`config.mk`:
```
export PLATFORM = sky130hd
export DESIGN_NAME = psum_drain
export DESIGN_NICKNAME = d
export VERILOG_FILES = /design/src/rtl/psum_drain.sv
export SDC_FILE = /design/constraint.sdc
export NUM_CORES = 1
export LEC_CHECK = 0
export ABC_CLOCK_PERIOD_IN_PS = 2330
export CAP_MARGIN = 20
export CORE_ASPECT_RATIO = 0.5
export CORE_MARGIN = 8
export CORE_UTILIZATION = 50
export CTS_BUF_LIST = sky130_fd_sc_hd__clkbuf_4
export DETAILED_ROUTE_END_ITERATION = 16
export PLACE_DENSITY = 0.71
export SLEW_MARGIN = 0
export SYNTH_ARGS = -nofsm -noshare
export SYNTH_HDL_FRONTEND = slang
export SYNTH_SLANG_ARGS = --single-unit
```
`constraint.sdc`:
```
create_clock -name clk -period 2.33 [get_ports clk]
set_input_delay 0.699 -clock clk [delete_from_list [all_inputs] [get_ports clk]]
set_output_delay 0.699 -clock clk [all_outputs]
set_load 0.02 [all_outputs]
```
`src/rtl/psum_drain.sv`:
```
// Partial-sum drain: reads a frame from the PE-row scratchpad, buffers it in a small FIFO and
// streams it out over valid/ready. Define PSUM_RELU_EN to clamp negative results to zero.
module psum_drain #(
   parameter int MATRIX_SIZE  = 3,
   parameter int OUTPUT_WIDTH = $clog2(MATRIX_SIZE*256)-1,
   parameter int FRAME_LEN    = 9,
   parameter int FIFO_DEPTH   = 4
) (
   input  logic                    clk,
   input  logic                    reset_n,
   input  logic                    start,
   input  logic                    sp_read_ready,
   output logic                    sp_read_req,
   input  logic [OUTPUT_WIDTH-1:0] sp_r_data,
   output logic                    sp_inner_reset,
   output logic                    out_valid,
   input  logic                    out_ready,
   output logic [OUTPUT_WIDTH-1:0] out_data,
   output logic                    out_last,
   output logic                    busy,
   output logic                    frame_done
);

   localparam int CNTW = $clog2(FRAME_LEN+1);
   localparam int PW   = $clog2(FIFO_DEPTH);
   localparam int CW   = $clog2(FIFO_DEPTH+1);
   localparam logic [CNTW-1:0] FRAME_END  = CNTW'(FRAME_LEN);
   localparam logic [CNTW-1:0] FRAME_LAST = CNTW'(FRAME_LEN-1);
   localparam logic [CW-1:0]   DEPTH_C    = CW'(FIFO_DEPTH);

   typedef enum logic [1:0] {IDLE, DRAIN, FLUSH, CLEAR} state_t;
   state_t state, state_nxt;

   logic [CNTW-1:0]         issued_cnt, captured_cnt;
   logic                    pending;
   logic [OUTPUT_WIDTH-1:0] mem_data [FIFO_DEPTH];
   logic                    mem_last [FIFO_DEPTH];
   logic [PW-1:0]           wr_ptr, rd_ptr;
   logic [CW-1:0]           fifo_count;
   logic                    accept, push, pop, fifo_empty, start_frame;
   logic [OUTPUT_WIDTH-1:0] push_data;

`ifdef PSUM_RELU_EN
   assign push_data = sp_r_data[OUTPUT_WIDTH-1] ? '0 : sp_r_data;
`else
   assign push_data = sp_r_data;
`endif

   assign start_frame = (state == IDLE) && start;
   assign accept      = sp_read_req && sp_read_ready;
   assign push        = pending;
   assign fifo_empty  = (fifo_count == '0);
   assign out_valid   = !fifo_empty;
   assign pop         = out_valid && out_ready;
   assign out_data    = out_valid ? mem_data[rd_ptr] : '0;
   assign out_last    = out_valid ? mem_last[rd_ptr] : 1'b0;
   assign busy        = (state != IDLE);

   always_ff @(posedge clk or negedge reset_n) begin
      if (!reset_n) state <= IDLE;
      else          state <= state_nxt;
   end

   // The request throttle counts the in-flight read so a returning word always has a free slot.
   always_comb begin
      state_nxt      = state;
      sp_read_req    = 1'b0;
      sp_inner_reset = 1'b0;
      frame_done     = 1'b0;
      case (state)
         IDLE:  if (start) state_nxt = DRAIN;
         DRAIN: begin
            sp_read_req = (issued_cnt < FRAME_END) && ((fifo_count + CW'(pending)) < DEPTH_C);
            if (sp_read_req && sp_read_ready && (issued_cnt == FRAME_LAST)) state_nxt = FLUSH;
         end
         FLUSH: if ((captured_cnt == FRAME_END) && fifo_empty && !pending) state_nxt = CLEAR;
         CLEAR: begin
            sp_inner_reset = 1'b1;
            frame_done     = 1'b1;
            state_nxt      = IDLE;
         end
         default: state_nxt = IDLE;
      endcase
   end

   always_ff @(posedge clk or negedge reset_n) begin
      if (!reset_n) begin
         issued_cnt   <= '0;
         captured_cnt <= '0;
         pending      <= 1'b0;
      end else if (start_frame) begin
         issued_cnt   <= '0;
         captured_cnt <= '0;
         pending      <= 1'b0;
      end else begin
         pending <= accept;
         if (accept)  issued_cnt   <= issued_cnt + 1'b1;
         if (pending) captured_cnt <= captured_cnt + 1'b1;
      end
   end

   always_ff @(posedge clk) begin
      if (push) begin
         mem_data[wr_ptr] <= push_data;
         mem_last[wr_ptr] <= (captured_cnt == FRAME_LAST);
      end
   end

   always_ff @(posedge clk or negedge reset_n) begin
      if (!reset_n) begin
         wr_ptr     <= '0;
         rd_ptr     <= '0;
         fifo_count <= '0;
      end else begin
         if (push) wr_ptr <= wr_ptr + 1'b1;
         if (pop)  rd_ptr <= rd_ptr + 1'b1;
         case ({push, pop})
            2'b10:   fifo_count <= fifo_count + 1'b1;
            2'b01:   fifo_count <= fifo_count - 1'b1;
            default: fifo_count <= fifo_count;
         endcase
      end
   end

endmodule

```
* Word-level counts from Yosys, hierarchy flattened *
Memory sizes are Yosys's and may differ from the RTL's.
Cells that the tools add are included.

storage, ports and cells
  flip-flop bits (word level) = 18
  ROM bits = 0
  latch bits = 0
  input bits = 14
  output and inout port bits = 15
  RAM bits = 40
  memories = 2

cells by class
  add/sub/neg operators = 7
  $mul = 0
  reductions and logical operators = 17
  bitwise logic cells = 0
  equality and inequality tests = 11
  order comparisons = 2
  mux-type cells = 16
  div/mod/pow operators = 0
  shift-type cells = 0

memories
  memory    depth  bits a word  read ports  clocked after memory_dff  write ports  RTL line  RTL
  mem_data  4      9            1           0                         1            36        logic [OUTPUT_WIDTH-1:0] mem_data [FIFO_DEPTH];
  mem_last  4      1            1           0                         1            37        logic mem_last [FIFO_DEPTH];

operators with widths
  cell                                              count
  2-to-1 mux 4 bit                                  4
  == test 4 bit, second input constant              3
  2-to-1 mux 9 bit                                  1
  adder 4 x 1 -> 4 bit, second input constant       2
  logical AND 1 bit                                 8
  one-hot mux 2 bit (4 select lines)                1
  nonzero test 2 bit                                4
  == test 2 bit, second input constant              3
  2-to-1 mux 1 bit                                  6
  2-to-1 mux 2 bit                                  3
  != test 2 bit, second input constant              3
  one-hot mux 3 bit (2 select lines)                1
  adder 2 x 1 -> 2 bit, second input constant       2
  == test 2 x 1 -> 1 bit, second input constant     2
  < comparator 4 bit, second input constant         1
  adder 3 x 1 -> 3 bit                              1
  adder 3 x 1 -> 3 bit, second input constant       1
  zero test 3 bit                                   1
  < comparator 3 bit, second input constant         1
  AND reduction 3 bit                               1
  subtractor 3 x 1 -> 3 bit, second input constant  1
  zero test 1 bit                                   2
  zero test 2 bit                                   1

* Longest topological paths before layout *
Gate-level depths: netlist (run 1).

  depth after elaboration = 7
  depth in mapped cells = 9
  gate-level depth less buffers = 8

* Worst setup path after synthesis (run 1) *
OpenSTA, ideal clock, no wires.

  path type = register to output
  start = register rd_ptr[0]
  end = output port out_data[0]
  arrival = 1.410 ns
  cell stages (with the launch flop) = 4
  setup slack = 0.221 ns
  cell sequence = dfrtp_1 -> buf_2 -> mux4_2 -> and2_1

between the ends
  longest elaborated chain between the ends = 2

RTL lines
  item                    RTL line  RTL
  from (decl)             38        logic [PW-1:0] wr_ptr, rd_ptr;
  from (signal assigned)  116       if (pop) rd_ptr <= rd_ptr + 1'b1;
  memory (4 x 9 bit)      n/a
  2-to-1 mux 9 bit        55        assign out_data = out_valid ? mem_data[rd_ptr] : '0;
  to (decl)               18        output logic [OUTPUT_WIDTH-1:0] out_data,

Every way passes these cells.

* Final worst setup path (run 1) *
  start = register rd_ptr[0]
  end = output port out_data[7]

Same word-level chain as after synthesis.

==> flow_summary.toml, run 1 <==
[placed_design]
dp_cells = 285
hpwl_mm = 3.18
dp_slack_ns = -0.161
post_dp_cell_area_um2 = 3140
gp_congestion = 0.727
io_buffers = 28

[grt]
top_usage_layer = "met2"
grt_use_met3_pct = 5.24
grt_max_degree = 19
grtUsageMet1_pct = 14.9
antenna_found_initial = 0
grt_overflow = 0
grt_pass1_wl_mm = 7.98
track_usage_pct = 13.2
grt_pass1_vias = 1637
grt_use_met2_pct = 22.8

[timing]
worst_pin_slew_ns = 0.523
timing.fmax_mhz = 401
hold_slack_ns = 0.525
skew_ns = 0.0149
max_slew_margin_pct = 65.1
setup_ws_ns = -0.163
drv_slew = 0
setup_viol = 10
fin_crit_sh_pct = 107
rsz0062_at_grt = "true"
period_minus_slack_ns = 2.49
hold_viol = 0

[logic_synthesis]
async_flop_share_pct = 31.0
synth.most_common_cell = "edfxtp_1"
ys_top_cells_by_area = "edfxtp_1 45%, dfrtp_1 17%, mux4_2 8.4%"
syn_area_um2 = 2670
synth_top_area_share_pct = 45.0
ys_types = 34
synth_common_cells = "40 x edfxtp_1, 18 x dfrtp_1, 17 x and2_1, 15 x ha_1, 13 x inv_1"
yosysTopAreaCell = "edfxtp_1"
netlist_instances = 178
ys_seq_area_share_pct = 61.9
ys_seq_elements = 58
synth_edf_count = 40
mappedNetlistNets = 208
synth_flop_cell = "edfxtp_1"
avgSynthCellArea_um2 = 15.0
ys_warn_count = 0

[worst_hold_path]
hold_class = "reg2reg"

[cts]
cts_buffers = 9
h-tree-depth = 3
cts.reportedPaths.clkPinSlew_ns = 0.09
cts_sinks = 58
tritoncts = "done"
clockBufferDepth = 2
clkLatencyLatePin_ns = 0.40
cts_root_buffer = "clkbuf_4"
cts-hold-fix-buffers = 0

[routing]
final_antenna_net_count = 0
routed_wirelength_mm = 5.08
drtIter0Drc = 103
first_pass_iters = 7
via_per_inst = 5.12
wl_per_cell_um = 16.6
via_count = 1568
drc = 0

[floorplanning]
io_pins = 29
die_w_um = 119
rows = 18
coreArea_um2 = 5020
initial_core_util_pct = 53.1
die_area_um2 = 8070
die_y_um = 67.6

[final_layout]
regArea_um2 = 1650
fill_cells = 364
multi_input_area_um2 = 965
drive_gt1_share_pct = 32.3
syn2layout_area_growth_pct = 26.5
design_area_um2 = 3370
finalNonFillerCells = 306
num-nets-final = 260

[power]
seq_power_share_pct = 34.2
p_per_area_nw_per_um2 = 1220
vdd_ir_drop_max_uv = 727
power_frac_clock_pct = 17.2
internal_power_uw = 2690
swShare_pct = 34.7
leakage_uw = 0.00136
p_comb_share_pct = 48.6
power_switching_uw = 1430
power_uw = 4120

[critical_path]
end_kind = "primary output"
cp-start-kind = "flop"
reg2reg_slack_ns = 0.16
path_max_fanout = 5
crit_required_ns = 1.63
worstPathArrival_ns = 1.79
crit_type = "reg2out"

[job]
maxCapViolCount = 0

[outcome]
status = "complete, but fails checks"
violations = "setup timing"
## sequential cells by signal, indices dropped and copies added (netlist names)
signal / flops
captured_cnt: 4
mem_last: 4
pending: 1
rd_ptr: 2
state: 2
fifo_count: 3
wr_ptr: 2
issued_cnt: 4
mem_data: 36
## cells in the final DEF (no fill, tap or decap), types with 3 or more instances in the layout
cell	n
dfrtp_1	16
o21ai_0	3
and2_4	10
nand4_1	4
xor2_1	7
nor2_1	9
dlygate4sd2_1	3
ha_1	13
buf_4	18
nand2b_1	3
clkbuf_4	9
and2_1	7
buf_6	10
clkdlybuf4s50_1	13
mux2i_1	3
nand2_1	9
inv_1	12
edfxtp_1	40
mux4_2	10
clkinvlp_4	3
xnor2_1	3
## repair_timing
| action | 4_1_cts | 5_1_grt |
|---|---|---|
| gates cloned | 1 | 1 |
| resized for setup | 82 | 8 |
| endpoints found under the setup margin | 15 | 13 |
| buffers inserted | 2 | 0 |
| pin swaps | 9 | 2 |
## power by group through the flow
stage | Clock [µW] | Sequential [µW] | Combinational (µW)
4_1_cts | 729 | 1380 | 2000
3_5_place_dp | 0 | 1390 | 1800
5_1_grt | 777 | 1430 | 2190
2_1_floorplan | 0 | 1370 | 1090
3_3_place_gp | 0 | 1380 | 1750
6_report | 710 | 1410 | 2000
## routing by layer
metal  vias to the layer above  wire, µm
met1                       775      2320
met5                         -         0
met4                         0        52
li1                        743         -
met2                        42      2410
met3                         8       292
## final timing paths
path	startpoint	end	cells after the start
max in group asynchronous	reset_n	rd_ptr[0]	2
min in group asynchronous	reset_n	state[0]	2
worst max register to register	fifo_count[2]	fifo_count[1]	7
worst max-delay path	rd_ptr[0]	out_data[7]	4
worst min-delay path	wr_ptr[0]	wr_ptr[0]	1
worst min register to register	wr_ptr[0]	wr_ptr[0]	1
## final cells by class
class | instances | area share, %
Sequential cell | 58 | 49.1
Multi-Input combinational cell | 100 | 28.6
Timing Repair Buffer | 48 | 14.1
Tap cell | 70 | 2.60
Clock inverter | 7 | 2.08
Clock buffer | 9 | 2.00
Inverter | 13 | 1.45
Antenna cell | 1 | 0.0742
## kinds of logic after synthesis
family                     count (synthesis)  share of synthesized area, %
DFF                                       58                          61.9
buffers and inverters                     21                          3.57
muxes                                     15                          10.4
and+or+nand+nor                           49                          10.4
xor gates and xnor gates                  11                          3.90
adders and majority gates                 16                          7.79
AOI/OAI and AO/OA                          8                          2.02
## worst max-delay path, cell delays in order (launching register included)
cell and delay [ns]:
dfrtp_2 0.47, buf_16 0.15, mux4_2 0.49, and2_4 0.17, buf_6 0.12
## stage by stage
| stage | utilization [%] | setup TNS, ns |
|---|---|---|
| 2_1_floorplan | - | 0 |
| 3_3_place_gp | 62.5 | -0.898 |
| 3_5_place_dp | 62.5 | -1.25 |
| 4_1_cts | 66.7 | -1.66 |
| 5_1_grt | 67.1 | -2.27 |
| 6_report | 67.1 | -1.41 |
(Power assumes the default switching activity.)
==> run 2: changes to the inputs <==
Settings changed: SKIP_LAST_GASP set to 1.
==> run 2 against run 1 <==
Compared with the run above:
- the run still ends with setup timing left
- final area stayed put
- utilization stayed put
- cell count unchanged
- highest routed layer unchanged
==> flow_summary.toml, run 2 (synthesized netlist as in run 1, its figures left out) <==
[outcome]
status = "complete, but fails checks"
violations = "setup timing"

[final_layout]
layout_commonest_cell = "edfxtp_1"
most-common-layout-cells = "40 x edfxtp_1, 18 x buf_4, 16 x dfrtp_1"
final_core_util_pct = 67.1
largest_reg_flops = 36
finalNonFillerCells = 306
num-nets-final = 260
fill_cells = 366
drive_gt1_share_pct = 32.3
syn2layout_area_growth_pct = 26.5
top_register = "mem_data"

[cts]
clockBufferDepth = 2
clkLatencyLatePin_ns = 0.41
cts_buffers = 9
cts-hold-fix-buffers = 0
cts_sinks = 58
h-tree-depth = 3
cts.reportedPaths.clkPinSlew_ns = 0.09
cts_root_buffer = "clkbuf_4"
tritoncts = "done"

[grt]
grt_pass1_wl_mm = 7.98
grt_overflow = 0
grt_max_degree = 19
track_usage_pct = 13.2
grt_pass1_vias = 1637
antenna_found_initial = 0

[timing]
period_minus_slack_ns = 2.51
setup_ws_ns = -0.178
worst_pin_slew_ns = 0.527
drv_slew = 0
tns_ns = -1.56
rsz0062_at_grt = "true"
setup_viol = 10
fin_crit_sh_pct = 108
max_slew_margin_pct = 64.9
hold_slack_ns = 0.525
timing.fmax_mhz = 399
skew_ns = 0.0159
hold_viol = 0

[floorplanning]
initial_core_util_pct = 53.1
rows = 18
die_area_um2 = 8070
die_w_um = 119
die_y_um = 67.6
coreArea_um2 = 5020
io_pins = 29

[critical_path]
crit_buf_inv = 2
path_cells = "buf_16 > mux4_2 > and2_4 > buf_6"
critPathMaxStageDelay_ns = 0.50
worstPathArrival_ns = 1.81
crit_required_ns = 1.63
crit_type = "reg2out"
critPathSlowestCell = "mux4_2"
cp_top_family = "multiplexers"
cp-start-kind = "flop"
path_max_fanout = 5
end_kind = "primary output"

[power]
p_per_area_nw_per_um2 = 1230
vdd_ir_drop_max_uv = 728
leakage_uw = 0.00136

[placed_design]
gp_congestion = 0.727
io_buffers = 28
dp_cells = 285
hpwl_mm = 3.18

[routing]
via_per_inst = 5.06
via_count = 1549
drc = 0
final_antenna_net_count = 0
wl_per_cell_um = 16.8
routed_wirelength_mm = 5.13
first_pass_iters = 4
drtIter0Drc = 112

[job]
maxCapViolCount = 0

[worst_hold_path]
hold_class = "reg2reg"
## run 2: path summary, 6_finish.rpt
| path | from | endpoint | slack (ns) | cells after the start |
|---|---|---|---|---|
| max | rd_ptr[0] | out_data[3] | -0.18 | 4 |
| min | wr_ptr[0] | wr_ptr[0] | 0.53 | 1 |
| max reg2reg | fifo_count[0] | fifo_count[1] | 0.15 | 7 |
| min reg2reg | wr_ptr[0] | wr_ptr[0] | 0.53 | 1 |
| max in group asynchronous | reset_n | rd_ptr[0] | 1.48 | 2 |
| min in group asynchronous | reset_n | state[0] | 0.61 | 2 |
## run 2: timing repair
item | CTS | global route
resized for setup | 82 | 8
cloned | 1 | 1
setup endpoints to repair | 15 | 13
pin swaps | 5 | 1
buffers inserted | 2 | 0
endpoints found under the hold margin | 0 | 0
## run 2: worst register-to-register path: stages, from the launching register on
cell and delay (ns):
dfrtp_2 0.47, or3_4 0.46, buf_4 0.17, and2_1 0.17, ha_1 0.20, inv_1 0.07, fa_1 0.40, o21ai_0 0.16
## run 2: power breakdown
part           leakage (µW)  internal (µW)  switching [µW]  total [µW]
sequential         0.000589           1260             153        1420
combinational      0.000708           1110             896        2000
clock             0.0000656            322             391         713
## run 2: cell type report
cell class	count	area, µm²	area share, %
sequential	58	1650	49.1
multi-input combinational	100	965	28.6
timing repair buffer	48	477	14.1
tap	70	87.6	2.60
clock inverter	7	70.1	2.08
clock buffer	9	67.6	2.00
inverter	13	48.8	1.45
antenna	1	2.50	0.0742
## run 2: metrics by stage
step                      total power (µW)  cell area, µm²  setup slack, ns
final                                 4130            3370           -0.178
after global routing                  4400            3370           -0.254
after CTS                             4120            3350           -0.191
after detailed placement              3190            3140           -0.161
after global placement                3130            3140          -0.0993
after floorplan                       2460            2670            0.221
## run 2: layer usage
layer  vias up  global-route usage, %  share of wire, %
li1        742                      -                 -
met1       769                   14.9                47
met2        31                   22.8                47
met3         7                   5.24               4.3
met4         0                   5.15               1.0
met5         -                      0                 0
==> run 3: changes to the inputs <==
Settings changed: ABC_CLOCK_PERIOD_IN_PS 2330 to not set, CORE_MARGIN 8 to 4, CORE_UTILIZATION 50 to 25, PLACE_DENSITY 0.71 to 0.41.
==> run 3 against run 2 <==
Compared with the run above:
- the flow still finishes with violations (setup timing)
- hold slack better by 0.018 ns
- sequential power hardly changed
- power is 1.8% higher
- die area is 55% higher
- via count is 1.9% lower
- critical endpoint is now out_last
- largest power group unchanged
==> flow_summary.toml, run 3 (synthesized netlist as in run 1, its figures left out) <==
[outcome]
status = "complete, but fails checks"
violations = "setup timing"

[grt]
grt_pass1_vias = 1576
grt_max_degree = 19
grt_pass1_wl_mm = 8.20
antenna_found_initial = 0
track_usage_pct = 8.85
grt_overflow = 0

[final_layout]
syn2layout_area_growth_pct = 30.6
num-nets-final = 264
drive_gt1_share_pct = 33.9
most-common-layout-cells = "40 x edfxtp_1, 20 x buf_4, 15 x dfrtp_1, 15 x buf_6, 14 x ha_1"
diodes = 0
layout_commonest_cell = "edfxtp_1"
finalNonFillerCells = 379
top_register = "mem_data"
largest_reg_flops = 36

[critical_path]
reg2reg_depth = 7
path_max_fanout = 4
crit_type = "reg2out"
path_cells = "buf_6 > mux4_2 > and2_4 > buf_6"
end_kind = "primary output"
reg2reg_slack_ns = -0.06
r2r_start = "fifo_count[0]"
critPathSlowestCell = "mux4_2"
critPathMaxStageDelay_ns = 0.50
cp_top_family = "multiplexers"
cp-start-kind = "flop"
crit_buf_inv = 2
crit_required_ns = 1.63
reg2reg_to = "fifo_count[1]"
worstPathArrival_ns = 1.76
crit_top_cell = "buf_6"

[timing]
rsz0062_at_grt = "true"
period_minus_slack_ns = 2.46
timing.fmax_mhz = 407
setup_ws_ns = -0.129
tns_ns = -1.21
skew_ns = 0.00500
hold_viol = 0
fin_crit_sh_pct = 106
setup_viol = 12
drv_slew = 0
worst_pin_slew_ns = 0.597
max_slew_margin_pct = 60.2

[worst_hold_path]
hold_class = "reg2reg"
holdPathEnd = "wr_ptr[0]"
min_path_cells = 1
min-delay-start = "wr_ptr[0]"

[routing]
wl_per_cell_um = 13.8
via_per_inst = 4.01
drtIter0Drc = 64
first_pass_iters = 4
drc = 0
final_antenna_net_count = 0
via_count = 1519
routed_wirelength_mm = 5.23

[cts]
tritoncts = "done"
clkLatencyLatePin_ns = 0.40
cts.reportedPaths.clkPinSlew_ns = 0.10
cts_sinks = 58
clockBufferDepth = 2
cts_root_buffer = "clkbuf_4"
cts_buffers = 9
h-tree-depth = 3

[power]
p_per_area_nw_per_um2 = 1210
vdd_ir_drop_max_uv = 344
leakage_uw = 0.00140

[floorplanning]
die_area_um2 = 12500
die_w_um = 154
die_y_um = 81.0
rows = 26
coreArea_um2 = 10300
initial_core_util_pct = 25.9
io_pins = 29

[placed_design]
dp_cells = 359
hpwl_mm = 3.39
gp_congestion = 0.742
io_buffers = 28
dp_slack_ns = -0.142

[job]
maxCapViolCount = 0
[run 3: changes by cell type in the layout (fill, tap and decap cells not counted), sizes merged]
cell         previous run  this run
buf                    32        35
clkbuf                  9        12
clkinvlp                3         0
bufinv                  1         2
clkinv                  3         4
diode                   1         0
dlygate4sd2             3         2
[run 3: metrics by stage]
step	hold WS (ns)	total power, µW	cell area, µm²	util, %
global route	0.581	4530	3480	33.8
detailed placement	0.510	3200	3230	31.4
CTS	0.538	4190	3440	33.4
global placement	0.511	3190	3230	31.4
finish	0.543	4210	3480	33.8
floorplan	0.403	2460	2670	-
[run 3: worst register-to-register path: cells and delay by family (launching register included)]
family	cells	cell delay (ns)
DFF	1	0.45
adders and majority gates	2	0.61
buffers and inverters	2	0.26
and+or+nand+nor	2	0.79
AOI/OAI and AO/OA	1	0.18
[run 3: timing repair]
action	CTS	global route
hold buffers	0	0
setup buffers	1	2
cloned	0	1
pin swaps	1	2
setup endpoints to repair	15	13
gates resized for setup	83	13
[run 3: metal layers]
metal,vias to the layer above,GRT usage [%],share of wire (%)
li1,746,-,-
met1,743,11.3,50
met2,25,13.3,44
met3,5,3.78,4.2
met4,0,3.44,1.3
met5,-,0,0
[run 3: worst max path at each step]
stage / endpoint / cells past startpoint / startpoint
2_1_floorplan: out_data[0] / 3 / rd_ptr[0]
3_3_place_gp: out_last / 4 / rd_ptr[0]
3_5_place_dp: fifo_count[2] / 8 / out_ready
4_1_cts: out_last / 4 / rd_ptr[0]
5_1_grt: out_data[0] / 3 / fifo_count[0]
6_report: out_last / 4 / rd_ptr[0]
[run 3: power breakdown]
part           internal [µW]  total [µW]  switching [µW]
logic                   1090        1990             901
clock network            441         807             367
registers               1260        1400             139
total                   2800        4210            1410
[run 3: final cells by class]
cell class                 instances  area [µm²]
tap                              140         175
inverter                          13        48.8
clock inverter                     6        81.3
multi-input combinational        100         971
clock buffer                      10        75.1
fill                            1012        6830
sequential                        58        1660
timing repair buffer              52         477
